--- config.mk ---
export PLATFORM = sky130hd
export DESIGN_NAME = ksa_swap_fsm_flat
export DESIGN_NICKNAME = d
export VERILOG_FILES = /design/src/rtl/ksa_swap_fsm_if.sv /design/src/rtl/ksa_swap_fsm.sv /design/src/flat_wrapper.sv
export SDC_FILE = /design/constraint.sdc
export NUM_CORES = 1
export LEC_CHECK = 0
export BUFFER_PORTS_ARGS = -buffer_cell sky130_fd_sc_hd__buf_2
export CELL_PAD_IN_SITES_DETAIL_PLACEMENT = 1
export CELL_PAD_IN_SITES_GLOBAL_PLACEMENT = 1
export CORE_AREA = 5 5 104 106
export CTS_BUF_LIST = sky130_fd_sc_hd__clkbuf_16
export DETAILED_ROUTE_END_ITERATION = 16
export DIE_AREA = 0 0 109 111
export GPL_TIMING_DRIVEN = 0
export PLACE_DENSITY = 0.86
export SYNTH_ARGS = -nofsm -noshare
export SYNTH_HDL_FRONTEND = slang
export SYNTH_SLANG_ARGS = --single-unit
--- constraint.sdc ---
create_clock -name clk -period 2.95 [get_ports clk]
set_input_delay 0.1475 -clock clk [delete_from_list [all_inputs] [get_ports clk]]
set_output_delay 0.1475 -clock clk [all_outputs]
set_load 0.02 [all_outputs]
--- src/rtl/ksa_swap_fsm_if.sv ---
// Signal bundle between the RC4 KSA swap stage and its S RAM / sequencer.
// slave = the swap stage; master = the RAM and control side that drives it.
interface ksa_swap_fsm_if #(
  parameter int KEY_W = 24
);
  logic             start;
  logic [KEY_W-1:0] secret_key;
  logic [7:0]       address;
  logic [7:0]       data;
  logic             wren;
  logic [7:0]       q;
  logic             busy;
  logic             done;

  modport slave (
    input  start, secret_key, q,
    output address, data, wren, busy, done
  );

  modport master (
    output start, secret_key, q,
    input  address, data, wren, busy, done
  );
endinterface

--- src/rtl/ksa_swap_fsm.sv ---
// RC4 key-scheduling swap stage: j += s[i] + key[i mod KEY_LEN]; swap s[i], s[j].
// Optional feature macro KSA_SKIP_SELF_SWAP_EN skips the read/write half when j == i.
module ksa_swap_fsm #(
  parameter int KEY_LEN = 3,
  parameter int KEY_W   = 8 * KEY_LEN
) (
  input  logic          clk,
  input  logic          reset_n,
  ksa_swap_fsm_if.slave bus
);
  localparam int KIDX_W = (KEY_LEN > 1) ? $clog2(KEY_LEN) : 1;

  typedef enum logic [3:0] {
    IDLE, RD_I, WT_I, CAP_I, RD_J, WT_J, CAP_J, WR_I, WR_J, DONE
  } state_t;

  state_t            state_q, state_d;
  logic [7:0]        i_q, i_d, j_q, j_d;
  logic [7:0]        si_q, si_d, sj_q, sj_d;
  logic [KIDX_W-1:0] kidx_q, kidx_d, kidx_inc;
  logic [KEY_W-1:0]  key_q, key_d;
  logic [7:0]        addr_q, addr_d, data_q, data_d;
  logic              wren_q, wren_d, busy_q, busy_d, done_q, done_d;
  logic [7:0]        key_byte [KEY_LEN];
  logic [7:0]        cur_key_byte;

  // Byte 0 of the key sits in the most significant byte of the latched key.
  genvar gi;
  generate
    for (gi = 0; gi < KEY_LEN; gi++) begin : g_key_bytes
      assign key_byte[gi] = key_q[KEY_W-1-8*gi -: 8];
    end
  endgenerate

  assign cur_key_byte = key_byte[kidx_q];
  assign kidx_inc     = (kidx_q == KIDX_W'(KEY_LEN - 1)) ? '0 : kidx_q + 1'b1;

  always_comb begin
    state_d = state_q;
    i_d     = i_q;
    j_d     = j_q;
    si_d    = si_q;
    sj_d    = sj_q;
    kidx_d  = kidx_q;
    key_d   = key_q;
    unique case (state_q)
      IDLE, DONE: begin
        if (bus.start) begin
          key_d   = bus.secret_key;
          i_d     = '0;
          j_d     = '0;
          kidx_d  = '0;
          state_d = RD_I;
        end
      end
      RD_I:  state_d = WT_I;
      WT_I:  state_d = CAP_I;
      CAP_I: begin
        si_d    = bus.q;
        j_d     = j_q + bus.q + cur_key_byte;
        state_d = RD_J;
      end
      RD_J: begin
`ifdef KSA_SKIP_SELF_SWAP_EN
        if (j_q == i_q) begin
          i_d     = i_q + 8'd1;
          kidx_d  = kidx_inc;
          state_d = (i_q == 8'hFF) ? DONE : RD_I;
        end else begin
          state_d = WT_J;
        end
`else
        state_d = WT_J;
`endif
      end
      WT_J:  state_d = CAP_J;
      CAP_J: begin
        sj_d    = bus.q;
        state_d = WR_I;
      end
      WR_I:  state_d = WR_J;
      WR_J: begin
        i_d     = i_q + 8'd1;
        kidx_d  = kidx_inc;
        state_d = (i_q == 8'hFF) ? DONE : RD_I;
      end
      default: state_d = IDLE;
    endcase

    // Outputs are decoded from the next state so the registered bus lines up with the state.
    addr_d = addr_q;
    data_d = data_q;
    wren_d = 1'b0;
    busy_d = (state_d != IDLE) && (state_d != DONE);
    done_d = (state_d == DONE);
    case (state_d)
      RD_I, WT_I, CAP_I: addr_d = i_d;
      RD_J, WT_J, CAP_J: addr_d = j_d;
      WR_I: begin
        addr_d = i_d;
        data_d = sj_d;
        wren_d = 1'b1;
      end
      WR_J: begin
        addr_d = j_d;
        data_d = si_d;
        wren_d = 1'b1;
      end
      default: begin end
    endcase
  end

  always_ff @(posedge clk or negedge reset_n) begin
    if (!reset_n) begin
      state_q <= IDLE;
      i_q     <= '0;
      j_q     <= '0;
      si_q    <= '0;
      sj_q    <= '0;
      kidx_q  <= '0;
      key_q   <= '0;
      addr_q  <= '0;
      data_q  <= '0;
      wren_q  <= 1'b0;
      busy_q  <= 1'b0;
      done_q  <= 1'b0;
    end else begin
      state_q <= state_d;
      i_q     <= i_d;
      j_q     <= j_d;
      si_q    <= si_d;
      sj_q    <= sj_d;
      kidx_q  <= kidx_d;
      key_q   <= key_d;
      addr_q  <= addr_d;
      data_q  <= data_d;
      wren_q  <= wren_d;
      busy_q  <= busy_d;
      done_q  <= done_d;
    end
  end

  assign bus.address = addr_q;
  assign bus.data    = data_q;
  assign bus.wren    = wren_q;
  assign bus.busy    = busy_q;
  assign bus.done    = done_q;
endmodule
--- src/flat_wrapper.sv ---
// flat-port wrapper written by rule: the top's interface ports become plain ports
module ksa_swap_fsm_flat 
#(
  parameter int KEY_LEN = 3,
  parameter int KEY_W   = 8 * KEY_LEN
)
  (clk, reset_n, bus_start, bus_secret_key, bus_q, bus_address, bus_data, bus_wren, bus_busy, bus_done);
  ksa_swap_fsm_if #(.KEY_W(KEY_W)) bus_i ();
  input  logic clk;
  input  logic reset_n;
  input wire logic [$bits(bus_i.start)-1:0] bus_start;
  input wire logic [$bits(bus_i.secret_key)-1:0] bus_secret_key;
  input wire logic [$bits(bus_i.q)-1:0] bus_q;
  output wire logic [$bits(bus_i.address)-1:0] bus_address;
  output wire logic [$bits(bus_i.data)-1:0] bus_data;
  output wire logic [$bits(bus_i.wren)-1:0] bus_wren;
  output wire logic [$bits(bus_i.busy)-1:0] bus_busy;
  output wire logic [$bits(bus_i.done)-1:0] bus_done;
  assign bus_i.start = bus_start;
  assign bus_i.secret_key = bus_secret_key;
  assign bus_i.q = bus_q;
  assign bus_address = bus_i.address;
  assign bus_data = bus_i.data;
  assign bus_wren = bus_i.wren;
  assign bus_busy = bus_i.busy;
  assign bus_done = bus_i.done;
  ksa_swap_fsm #(.KEY_LEN(KEY_LEN), .KEY_W(KEY_W)) u_core (.clk(clk), .reset_n(reset_n), .bus(bus_i));
endmodule
==> out/qor.txt, run 1 <==
Io pins = 54
Async set or reset register ratio after synthesis = 100%
Layout filler cell count = 1125
Setup Viol. Count Final = 1
Worst r2r path cells = 13
R2R Path Start = u_core.kidx_q[1]$_DFFE_PN0P_
Post-DRT Antenna Nets = 0
RSZ-0062 raised after global routing = yes
CP endpoint kind = flip-flop
Post-Synthesis Cell Area = 3720 µm²
Worst-Margin Slew = 0.848 ns
VDD IR max = 0.514 mV
DIE AREA = 12100 µm²
CP Class = flip-flop to flip-flop
Flop-to-flop setup slack = -0.02 ns
Xor/xnor share of the synthesized area = 2.36%
Worst Path Max Fanout = 5
Routed via count = 3118
Power density cells = 1320 nW/µm²
Sequential area share after synthesis = 49.2%
Synthesized flop and latch total = 73
Die H = 111 µm
Max-slew violations = 0
Placement Cell Area = 4180 µm²
Overflow after GRT = 0
Vias in the first global route = 3521
Syn_area_per_cell = 9.48 µm²
Clk sinks = 73
Data required, critical path = 3.20 ns
Clock-pin slew on the worst setup and hold paths = 0.06 ns
GP Congestion = 0.823
Vias per cell = 5.14
Starting Density = 38.4%
TritonCTS Buffers = 9
Worst hold-check path type = input port to flip-flop
DRT iter0 DRCs = 79
Dpl hpwl = 7230 µm
Seq. cell area = 1830 µm²
Initial antenna violation count = 0
Min-delay src = bus_secret_key[17]
Clock root buffer = clkbuf_16
Netlist cell types = 52
Pre-antenna DRT Iters = 4
Cells after Synth = 392
Reg2Reg Capture Point = u_core.bus.address[7]$_DFFE_PN0P_
Setup TNS = -0.0240 ns
Fmax = 336 MHz
Post-synthesis simple-gate area fraction = 21.5%
Clock skew = 0.00741 ns
Max stage delay on crit path = 0.53 ns
Post-route cell area = 4690 µm²
Nets = 519
Number of max-cap violations = 0
Failing checks = setup timing
Status = finished, violations left
First-pass GRT wire length = 17800 µm
# DRC = 0
Endpoint, Worst Hold = u_core.key_byte[17]$_DFFE_PN0P_
Layout cells sized above 1 = 23.8%
CP Launch Type = flip-flop
Core Box Area = 9680 µm²
Crit path DAT = 3.23 ns
TritonCTS clock tree = built
Adder-cell area share of the yosys netlist = 6.67%
Synth warn = 0
Post-synthesis compound-gate area fraction = 10.6%
Worst path cell trace = buf_6 > mux2i_1 > o21ai_1 > fa_1 > ha_2 > inv_2 > fa_2 > nor2b_4 > nor3_2 > o21ai_1 > xor2_1 > a21oi_2 > o31ai_2
# diodes = 0
Proportion of synthesized area in mux cells = 6.33%
Main combinational cell family by area after synthesis = simple AND/OR/NAND/NOR gates
Leak Pwr = 2.31 nW
EDFF count, synth = 0
Final wirelength = 10500 µm
Mapped Nets = 442
Final period utilization = 101%
Clock network latency to the later pin of the worst-skew pair = 0.34 ns
Final hold vios = 0
Largest net degree at the start of global routing = 73
IO Port Bufs = 53
Die width = 109 µm
Tmin final = 2.97 ns
WL/cell = 17.3 µm
Cell Rows = 36
Syn-to-layout area delta = 26.1%
Crit-path most repeated cell = o21ai_1
H-Tree Depth = 3
Slew Limit Headroom = 42.7%
Worst path slowest cell = fa_1
Tot GR Track Use = 18.7%
Final worst slack = -0.0240 ns
CTS Buffer Depth = 2
Hold path cells = 3
Main synth FF type = dfrtp_1
Area of the multi-input gates = 1820 µm²
## per-layer routing
metal	wire length (µm)	global-route usage [%]
met5	0	0
met4	288	7.24
met3	455	4.02
met2	5260	30.8
met1	4490	23.7
## synth_stat cells, drive strengths merged (2+ instances only)
| library cell | instances | area, µm² |
|---|---|---|
| a221o | 2 | 20.0 |
| nor3 | 2 | 10.0 |
| nand3 | 8 | 45.0 |
| inv | 6 | 22.5 |
| nor4b | 3 | 41.3 |
| o21ai | 38 | 198 |
| and3 | 2 | 12.5 |
| or4b | 2 | 23.8 |
| nand3b | 3 | 22.5 |
| xor2 | 5 | 43.8 |
| clkbuf | 10 | 37.5 |
| o211ai | 2 | 20.0 |
| nor3b | 2 | 15.0 |
| a21o | 2 | 15.0 |
| ha | 7 | 87.6 |
| nor2 | 10 | 37.5 |
| xnor2 | 5 | 43.8 |
| mux2 | 4 | 45.0 |
| dfrtp | 73 | 1830 |
| a21oi | 10 | 50.1 |
| nor2b | 2 | 12.5 |
| fa | 8 | 160 |
| nand4 | 2 | 18.8 |
| nand2b | 3 | 18.8 |
| nand2 | 136 | 513 |
| mux2i | 19 | 190 |
| o31ai | 3 | 27.5 |
| buf | 11 | 66.3 |
## layout make-up
cell class	instances	share of cell area, %
Buffer	20	2.30
Clock buffer	9	4.81
Clock inverter	7	2.32
Inverter	6	0.481
Multi-Input combinational cell	292	38.9
Sequential cell	73	39.0
Tap cell	133	3.55
Timing Repair Buffer	67	8.65
## power by group
group / total [mW] / internal (mW) / switching [mW]
logic: 3.31 / 1.36 / 1.96
registers: 1.64 / 1.40 / 0.233
clock network: 1.25 / 0.818 / 0.436
## layout by cell type, fill, tap and decap left out, types with 2 or more instances in the layout
cell type and count:
a21oi_2 2, inv_2 3, nor3b_1 2, clkbuf_1 9, nand2b_1 3, clkinv_1 3, nor2_1 10, a21o_1 2
o21ai_2 5, xnor2_1 5, buf_6 3, buf_4 10, nor2b_4 2, fa_1 7, clkbuf_16 9, o21ai_0 26
nand3_1 7, nand2_1 135, inv_1 3, bufinv_16 3, xor2_1 5, mux2_2 4, a221o_1 2, mux2i_1 19
buf_2 56, buf_1 2, o31ai_2 2, and3_1 2, nor4b_1 2, o21ai_1 7, ha_1 5, dlygate4sd3_1 5
nand3b_1 3, dfrtp_1 73, a21oi_1 8
## timing repair
item / 4_1_cts / 5_1_grt
gates cloned: 0 / 0
gates resized for setup: 23 / 5
pin swaps: 10 / 7
buffers inserted: 8 / 0
setup endpoints to repair: 8 / 7
hold endpoints to repair: 76 / 1
hold buffers: 4 / 1
## logic make-up (layout without fill, tap and decap cells)
kind of cell,Yosys count,count (layout)
AOI/OAI and AO/OA,65,65
xor gates and xnor gates,10,10
adders and majority gates,15,15
DFF,73,73
and+or+nand+nor,179,179
buffers and inverters,27,109
muxes,23,23
## registers in the layout (all words and copies together), names as in the netlist
register and cells:
u_core.key_byte 24, u_core.bus.address 8, u_core.bus.data 8, u_core.i_q 8, u_core.j_q 8, u_core.si_q 8
u_core.state_q 4, u_core.kidx_q 2, u_core.bus.busy 1, u_core.bus.done 1, u_core.bus.wren 1
## critical path, delay by kind of cell, from the launching register on
kind | cells | cell delay (ns)
flops | 1 | 0.37
simple gates | 2 | 0.21
fa+ha+maj | 3 | 1.11
buf+inv | 2 | 0.18
mux | 1 | 0.20
xor+xnor | 1 | 0.26
compound gates | 4 | 0.57
## stage by stage
| stage | power, mW | cells | setup WS (ns) | util [%] | hold WS, ns |
|---|---|---|---|---|---|
| after CTS | 6.13 | 606 | -0.0157 | 48.2 | 0.0000392 |
| final | 6.20 | 607 | -0.0240 | 48.4 | 0.000818 |
| after global placement | 4.27 | 578 | -0.316 | 42.8 | 0.336 |
| after global routing | 6.65 | 607 | -0.123 | 48.4 | 0.00275 |
| after detailed placement | 4.51 | 579 | -0.435 | 43.1 | -0.0524 |
| after floorplan | 3.66 | 392 | 0.0733 | - | -0.148 |
## how the worst max path moves through the flow
stage                                  from                                end  slack (ns)  cells after the start
2_1_floorplan  u_core.kidx_q[1]$_DFFE_PN0P_  u_core.bus.address[7]$_DFFE_PN0P_        0.07                     13
3_3_place_gp   u_core.kidx_q[1]$_DFFE_PN0P_  u_core.bus.address[7]$_DFFE_PN0P_       -0.32                     13
3_5_place_dp   u_core.kidx_q[1]$_DFFE_PN0P_  u_core.bus.address[7]$_DFFE_PN0P_       -0.44                     13
4_1_cts        u_core.kidx_q[1]$_DFFE_PN0P_  u_core.bus.address[7]$_DFFE_PN0P_       -0.02                     13
5_1_grt        u_core.kidx_q[1]$_DFFE_PN0P_  u_core.bus.address[7]$_DFFE_PN0P_       -0.12                     13
6_report       u_core.kidx_q[1]$_DFFE_PN0P_  u_core.bus.address[7]$_DFFE_PN0P_       -0.02                     13
No activity file was read; power rests on OpenSTA's default activity.
==> inputs of run 2 (changes only) <==
BUFFER_PORTS_ARGS = default   (was -buffer_cell sky130_fd_sc_hd__buf_2)
CORE_AREA = 5 5 99 101   (was 5 5 104 106)
DIE_AREA = 0 0 104 106   (was 0 0 109 111)
DONT_BUFFER_PORTS = 1   (was default)
PLACE_DENSITY = 0.85   (was 0.86)
==> out/qor.txt, run 2 (synthesized netlist as in run 1, its figures left out) <==
Status = finished, violations left
Failing checks = setup timing
CTS Buffer Depth = 2
Endpoint, Worst Hold = u_core.bus.data[1]$_DFFE_PN0P_
# diodes = 0
Power density cells = 1320 nW/µm²
Number of max-cap violations = 0
Tot GR Track Use = 20.5%
Most common cell after layout, fill and taps aside = nand2_1
Crit-path most repeated cell = buf_4
Slew Limit Headroom = 45.1%
Data required, critical path = 3.18 ns
Final period utilization = 102%
Worst hold-check path type = input port to flip-flop
R2R Path Start = u_core.kidx_q[1]$_DFFE_PN0P_
Placement Cell Area = 3850 µm²
Starting Density = 41.6%
Layout filler cell count = 993
Final hold vios = 0
TritonCTS Buffers = 9
Final wirelength = 10800 µm
H-Tree Depth = 3
Reg2Reg Capture Point = u_core.bus.address[6]$_DFFE_PN0P_
Overflow after GRT = 0
Io pins = 54
Worst path cell trace = buf_6 > buf_4 > mux2i_1 > o21ai_1 > fa_1 > ha_2 > buf_4 > buf_4 > a21o_1 > a21oi_2 > o32ai_2 > o21ai_1 > nand2_1 > a221o_1
Core Box Area = 8930 µm²
Hold path cells = 2
Die width = 104 µm
Largest net degree at the start of global routing = 74
First-pass GRT wire length = 17800 µm
Worst r2r path cells = 14
Clock network latency to the later pin of the worst-skew pair = 0.35 ns
Most frequent cells in the layout = nand2_1, dfrtp_1, dlygate4sd3_1
Max stage delay on crit path = 0.40 ns
Number of flip-flops in the largest register = 24
CP endpoint kind = flip-flop
Pre-antenna DRT Iters = 4
Vias in the first global route = 3426
Post-DRT Antenna Nets = 0
DRT iter0 DRCs = 115
CP Class = flip-flop to flip-flop
Vias per cell = 5.48
WL/cell = 19.2 µm
Worst-Margin Slew = 0.813 ns
Setup Viol. Count Final = 4
Clock root buffer = clkbuf_16
VDD IR max = 0.494 mV
DIE AREA = 11000 µm²
Tmin final = 3.01 ns
Clk sinks = 73
Syn-to-layout area delta = 28.1%
Min-delay src = bus_q[1]
Post-route cell area = 4760 µm²
Dpl hpwl = 6880 µm
RSZ-0062 raised after global routing = yes
Flop-to-flop setup slack = -0.06 ns
Die H = 106 µm
# DRC = 0
Final worst slack = -0.0570 ns
GP Congestion = 0.851
Max-slew violations = 0
Area of the multi-input gates = 1880 µm²
Seq. cell area = 1830 µm²
IO Port Bufs = 0
Layout cells sized above 1 = 16.3%
Worst path bufs/invs = 4
Worst path slowest cell = dfrtp_1
Clock skew = 0.00975 ns
Worst Path Max Fanout = 4
Cell Rows = 35
Hold WS = 0.0108 ns
Crit path DAT = 3.24 ns
CP delay by family, top = compound AO/OA/AOI/OAI gates
CP Launch Type = flip-flop
Routed via count = 3091
Clock-pin slew on the worst setup and hold paths = 0.06 ns
Nets = 498
Initial antenna violation count = 0
Fmax = 333 MHz
Leak Pwr = 2.23 nW
TritonCTS clock tree = built
==> run 2: per-stage QoR <==
step                worst slack [ns]  setup TNS (ns)  power, mW  util [%]  instances
finish                       -0.0570          -0.112       6.29      53.3        564
global route                  -0.200          -0.751       6.75      53.3        564
CTS                          -0.0296         -0.0912       6.03      52.3        559
detailed placement            -0.418           -1.58       4.34      43.2        503
global placement              -0.337          -0.786       4.14      43.2        503
floorplan                     0.0733               0       3.66         -        392
==> run 2: worst max path at each step <==
stage / depth (start not counted) / start / end / slack (ns)
5_1_grt: 14 / u_core.kidx_q[1]$_DFFE_PN0P_ / u_core.bus.address[6]$_DFFE_PN0P_ / -0.20
6_report: 14 / u_core.kidx_q[1]$_DFFE_PN0P_ / u_core.bus.address[6]$_DFFE_PN0P_ / -0.06
4_1_cts: 11 / u_core.kidx_q[1]$_DFFE_PN0P_ / u_core.bus.address[6]$_DFFE_PN0P_ / -0.03
3_3_place_gp: 13 / u_core.kidx_q[1]$_DFFE_PN0P_ / u_core.bus.address[7]$_DFFE_PN0P_ / -0.34
2_1_floorplan: 13 / u_core.kidx_q[1]$_DFFE_PN0P_ / u_core.bus.address[7]$_DFFE_PN0P_ / 0.07
3_5_place_dp: 14 / u_core.kidx_q[0]$_DFFE_PN0P_ / u_core.bus.address[7]$_DFFE_PN0P_ / -0.42
==> run 2: layout make-up <==
cell class                 count  area share [%]
tap                          111            2.92
buffer                        20            2.26
clock inverter                 7            1.79
sequential                    73            38.4
inverter                       6           0.473
multi-input combinational    292            39.6
clock buffer                   9            4.73
timing repair buffer          46            9.88
==> run 2: layer usage <==
layer,global-route usage [%],vias up,wire [µm],share of wire [%]
met5,0,-,0,0
met4,6.94,0,176,1.6
met3,3.95,14,360,3.3
met2,35.8,64,5810,54
met1,25.3,1584,4510,42
li1,-,1429,-,-
==> run 2: timing repair <==
| action | 4_1_cts | 5_1_grt |
|---|---|---|
| hold buffers | 35 | 0 |
| hold endpoints to repair | 106 | 0 |
| resized for setup | 31 | 14 |
| pin swaps | 13 | 21 |
| setup endpoints to repair | 10 | 8 |
| setup buffers | 6 | 5 |
==> run 2: power breakdown <==
part / switching, mW / total, mW / internal (mW)
combinational: 1.89 / 3.34 / 1.46
sequential: 0.377 / 1.78 / 1.40
clock: 0.436 / 1.17 / 0.731
total: 2.70 / 6.29 / 3.59
==> inputs of run 3 (changes only) <==
==> constraint.sdc (replaced) <==
create_clock -name clk -period 2.95 [get_ports clk]
set_input_delay 0.4425 -clock clk [delete_from_list [all_inputs] [get_ports clk]]
set_output_delay 0.4425 -clock clk [all_outputs]
set_load 0.02 [all_outputs]
==> out/qor.txt, run 3 (synthesized netlist as in run 1, its figures left out) <==
Clock network latency to the later pin of the worst-skew pair = 0.34 ns
Vias per cell = 5.57
Max stage delay on crit path = 0.40 ns
Worst path slowest cell = dfrtp_1
Crit-path most repeated cell = buf_4
R2R Path Start = u_core.kidx_q[1]$_DFFE_PN0P_
Setup Viol. Count Final = 4
Clock-pin slew on the worst setup and hold paths = 0.06 ns
Nets = 464
Most frequent cells in the layout = nand2_1, dfrtp_1, o21ai_0
Worst-Margin Slew = 0.815 ns
VDD IR max = 0.494 mV
Failing checks = hold timing, setup timing
Fmax = 331 MHz
Clock root buffer = clkbuf_16
Layout cells sized above 1 = 17.7%
Status = finished, violations left
WL/cell = 19.1 µm
Final wirelength = 10100 µm
CP Launch Point = u_core.kidx_q[1]$_DFFE_PN0P_
Core Box Area = 8930 µm²
Die H = 106 µm
DIE AREA = 11000 µm²
Die width = 104 µm
Final period utilization = 102%
CP Launch Type = flip-flop
Clock skew = 0.00959 ns
Initial antenna violation count = 0
Max-slew violations = 0
Most common cell after layout, fill and taps aside = nand2_1
Tot Pwr = 6.24 mW
Worst Path Max Fanout = 4
Dpl hpwl = 6880 µm
Clk sinks = 73
Starting Density = 41.6%
IO Port Bufs = 0
TritonCTS clock tree = built
TritonCTS Buffers = 9
Syn-to-layout area delta = 18.9%
Pre-antenna DRT Iters = 4
Number of flip-flops in the largest register = 24
First-pass GRT wire length = 16800 µm
Post-DRT Antenna Nets = 0
Layout filler cell count = 1012
Crit path DAT = 3.31 ns
GP Congestion = 0.851
Cell Rows = 35
Pre-CTS setup slack = -0.418 ns
CP endpoint kind = flip-flop
H-Tree Depth = 3
# diodes = 0
Worst path cell trace = buf_6 > buf_4 > mux2i_1 > o21ai_1 > fa_1 > ha_2 > buf_4 > buf_4 > a211oi_1 > nor2_1 > o32ai_2 > o21ai_1 > nand2_1 > a221o_1
Io pins = 54
Leak Pwr = 2.09 nW
Vias in the first global route = 3262
Tmin final = 3.02 ns
# DRC = 0
CTS Buffer Depth = 2
Number of max-cap violations = 0
CP Class = flip-flop to flip-flop
Final worst slack = -0.0732 ns
Data required, critical path = 3.23 ns
Hold WS = -0.0146 ns
DRT iter0 DRCs = 127
Power density cells = 1410 nW/µm²
Final hold vios = 27
Overflow after GRT = 0
Worst hold-check path type = input port to async pin
Tot GR Track Use = 19.2%
Routed via count = 2951
RSZ-0062 raised after global routing = yes
Slew Limit Headroom = 44.9%
Largest net degree at the start of global routing = 74
run 3: timing repair:
item	CTS	global route
gates resized for setup	31	14
hold buffers	1	0
buffers inserted	6	5
endpoints found under the hold margin	73	0
endpoints found under the setup margin	10	8
pin swaps	13	21
cloned	0	0
run 3: cell type report:
type / instances / area, µm² / share of cell area, %
clock inverters: 7 / 85.1 / 1.93
plain buffers: 20 / 108 / 2.43
well taps: 111 / 139 / 3.14
inverters: 6 / 22.5 / 0.510
flip-flops and latches: 73 / 1830 / 41.3
multi-input cells: 292 / 1880 / 42.6
repair buffers: 12 / 130 / 2.94
clock buffers: 9 / 225 / 5.10
run 3: final timing paths:
kind	to	slack (ns)	cells after the start
setup / recovery	u_core.bus.address[6]$_DFFE_PN0P_	-0.07	14
hold / removal	u_core.bus.data[0]$_DFFE_PN0P_	-0.01	1
setup reg to reg	u_core.bus.address[6]$_DFFE_PN0P_	-0.07	14
hold reg to reg	u_core.key_byte[2]$_DFFE_PN0P_	0.48	2
max in group asynchronous	u_core.key_byte[4]$_DFFE_PN0P_	2.66	1
min in group clk	u_core.key_byte[2]$_DFFE_PN0P_	0.20	2
run 3: layer usage:
metal | wire length (µm) | track usage, % | up-vias
li1 | - | - | 1365
met1 | 4290 | 24.4 | 1509
met2 | 5240 | 32.3 | 63
met3 | 425 | 4.37 | 14
met4 | 171 | 6.94 | 0
met5 | 0 | 0 | -
run 3: power by group:
| group | leakage (nW) | switching (mW) | internal [mW] | total, mW |
|---|---|---|---|---|
| registers | 0.933 | 0.375 | 1.40 | 1.78 |
| clock network | 0.150 | 0.431 | 0.731 | 1.16 |
| logic | 1.01 | 1.87 | 1.43 | 3.29 |
run 3: worst max-delay path: cells and delay by family (launching register included):
family | cells | cell delay [ns]
and+or+nand+nor | 2 | 0.26
buffers and inverters | 4 | 0.55
adders and majority gates | 2 | 0.60
AOI/OAI and AO/OA | 5 | 1.01
DFF | 1 | 0.40
muxes | 1 | 0.16
run 3: through the flow:
| step | cells | hold slack [ns] | utilization, % | area, µm² | setup TNS [ns] |
|---|---|---|---|---|---|
| floorplan | 392 | 0.147 | - | 3720 | 0 |
| global placement | 503 | 0.149 | 43.2 | 3850 | -0.786 |
| detailed placement | 503 | 0.149 | 43.2 | 3850 | -1.58 |
| CTS | 525 | 0.00707 | 48.5 | 4330 | -0.0912 |
| global route | 530 | 0.0162 | 49.5 | 4420 | -0.742 |
| finish | 530 | -0.0146 | 49.5 | 4420 | -0.132 |
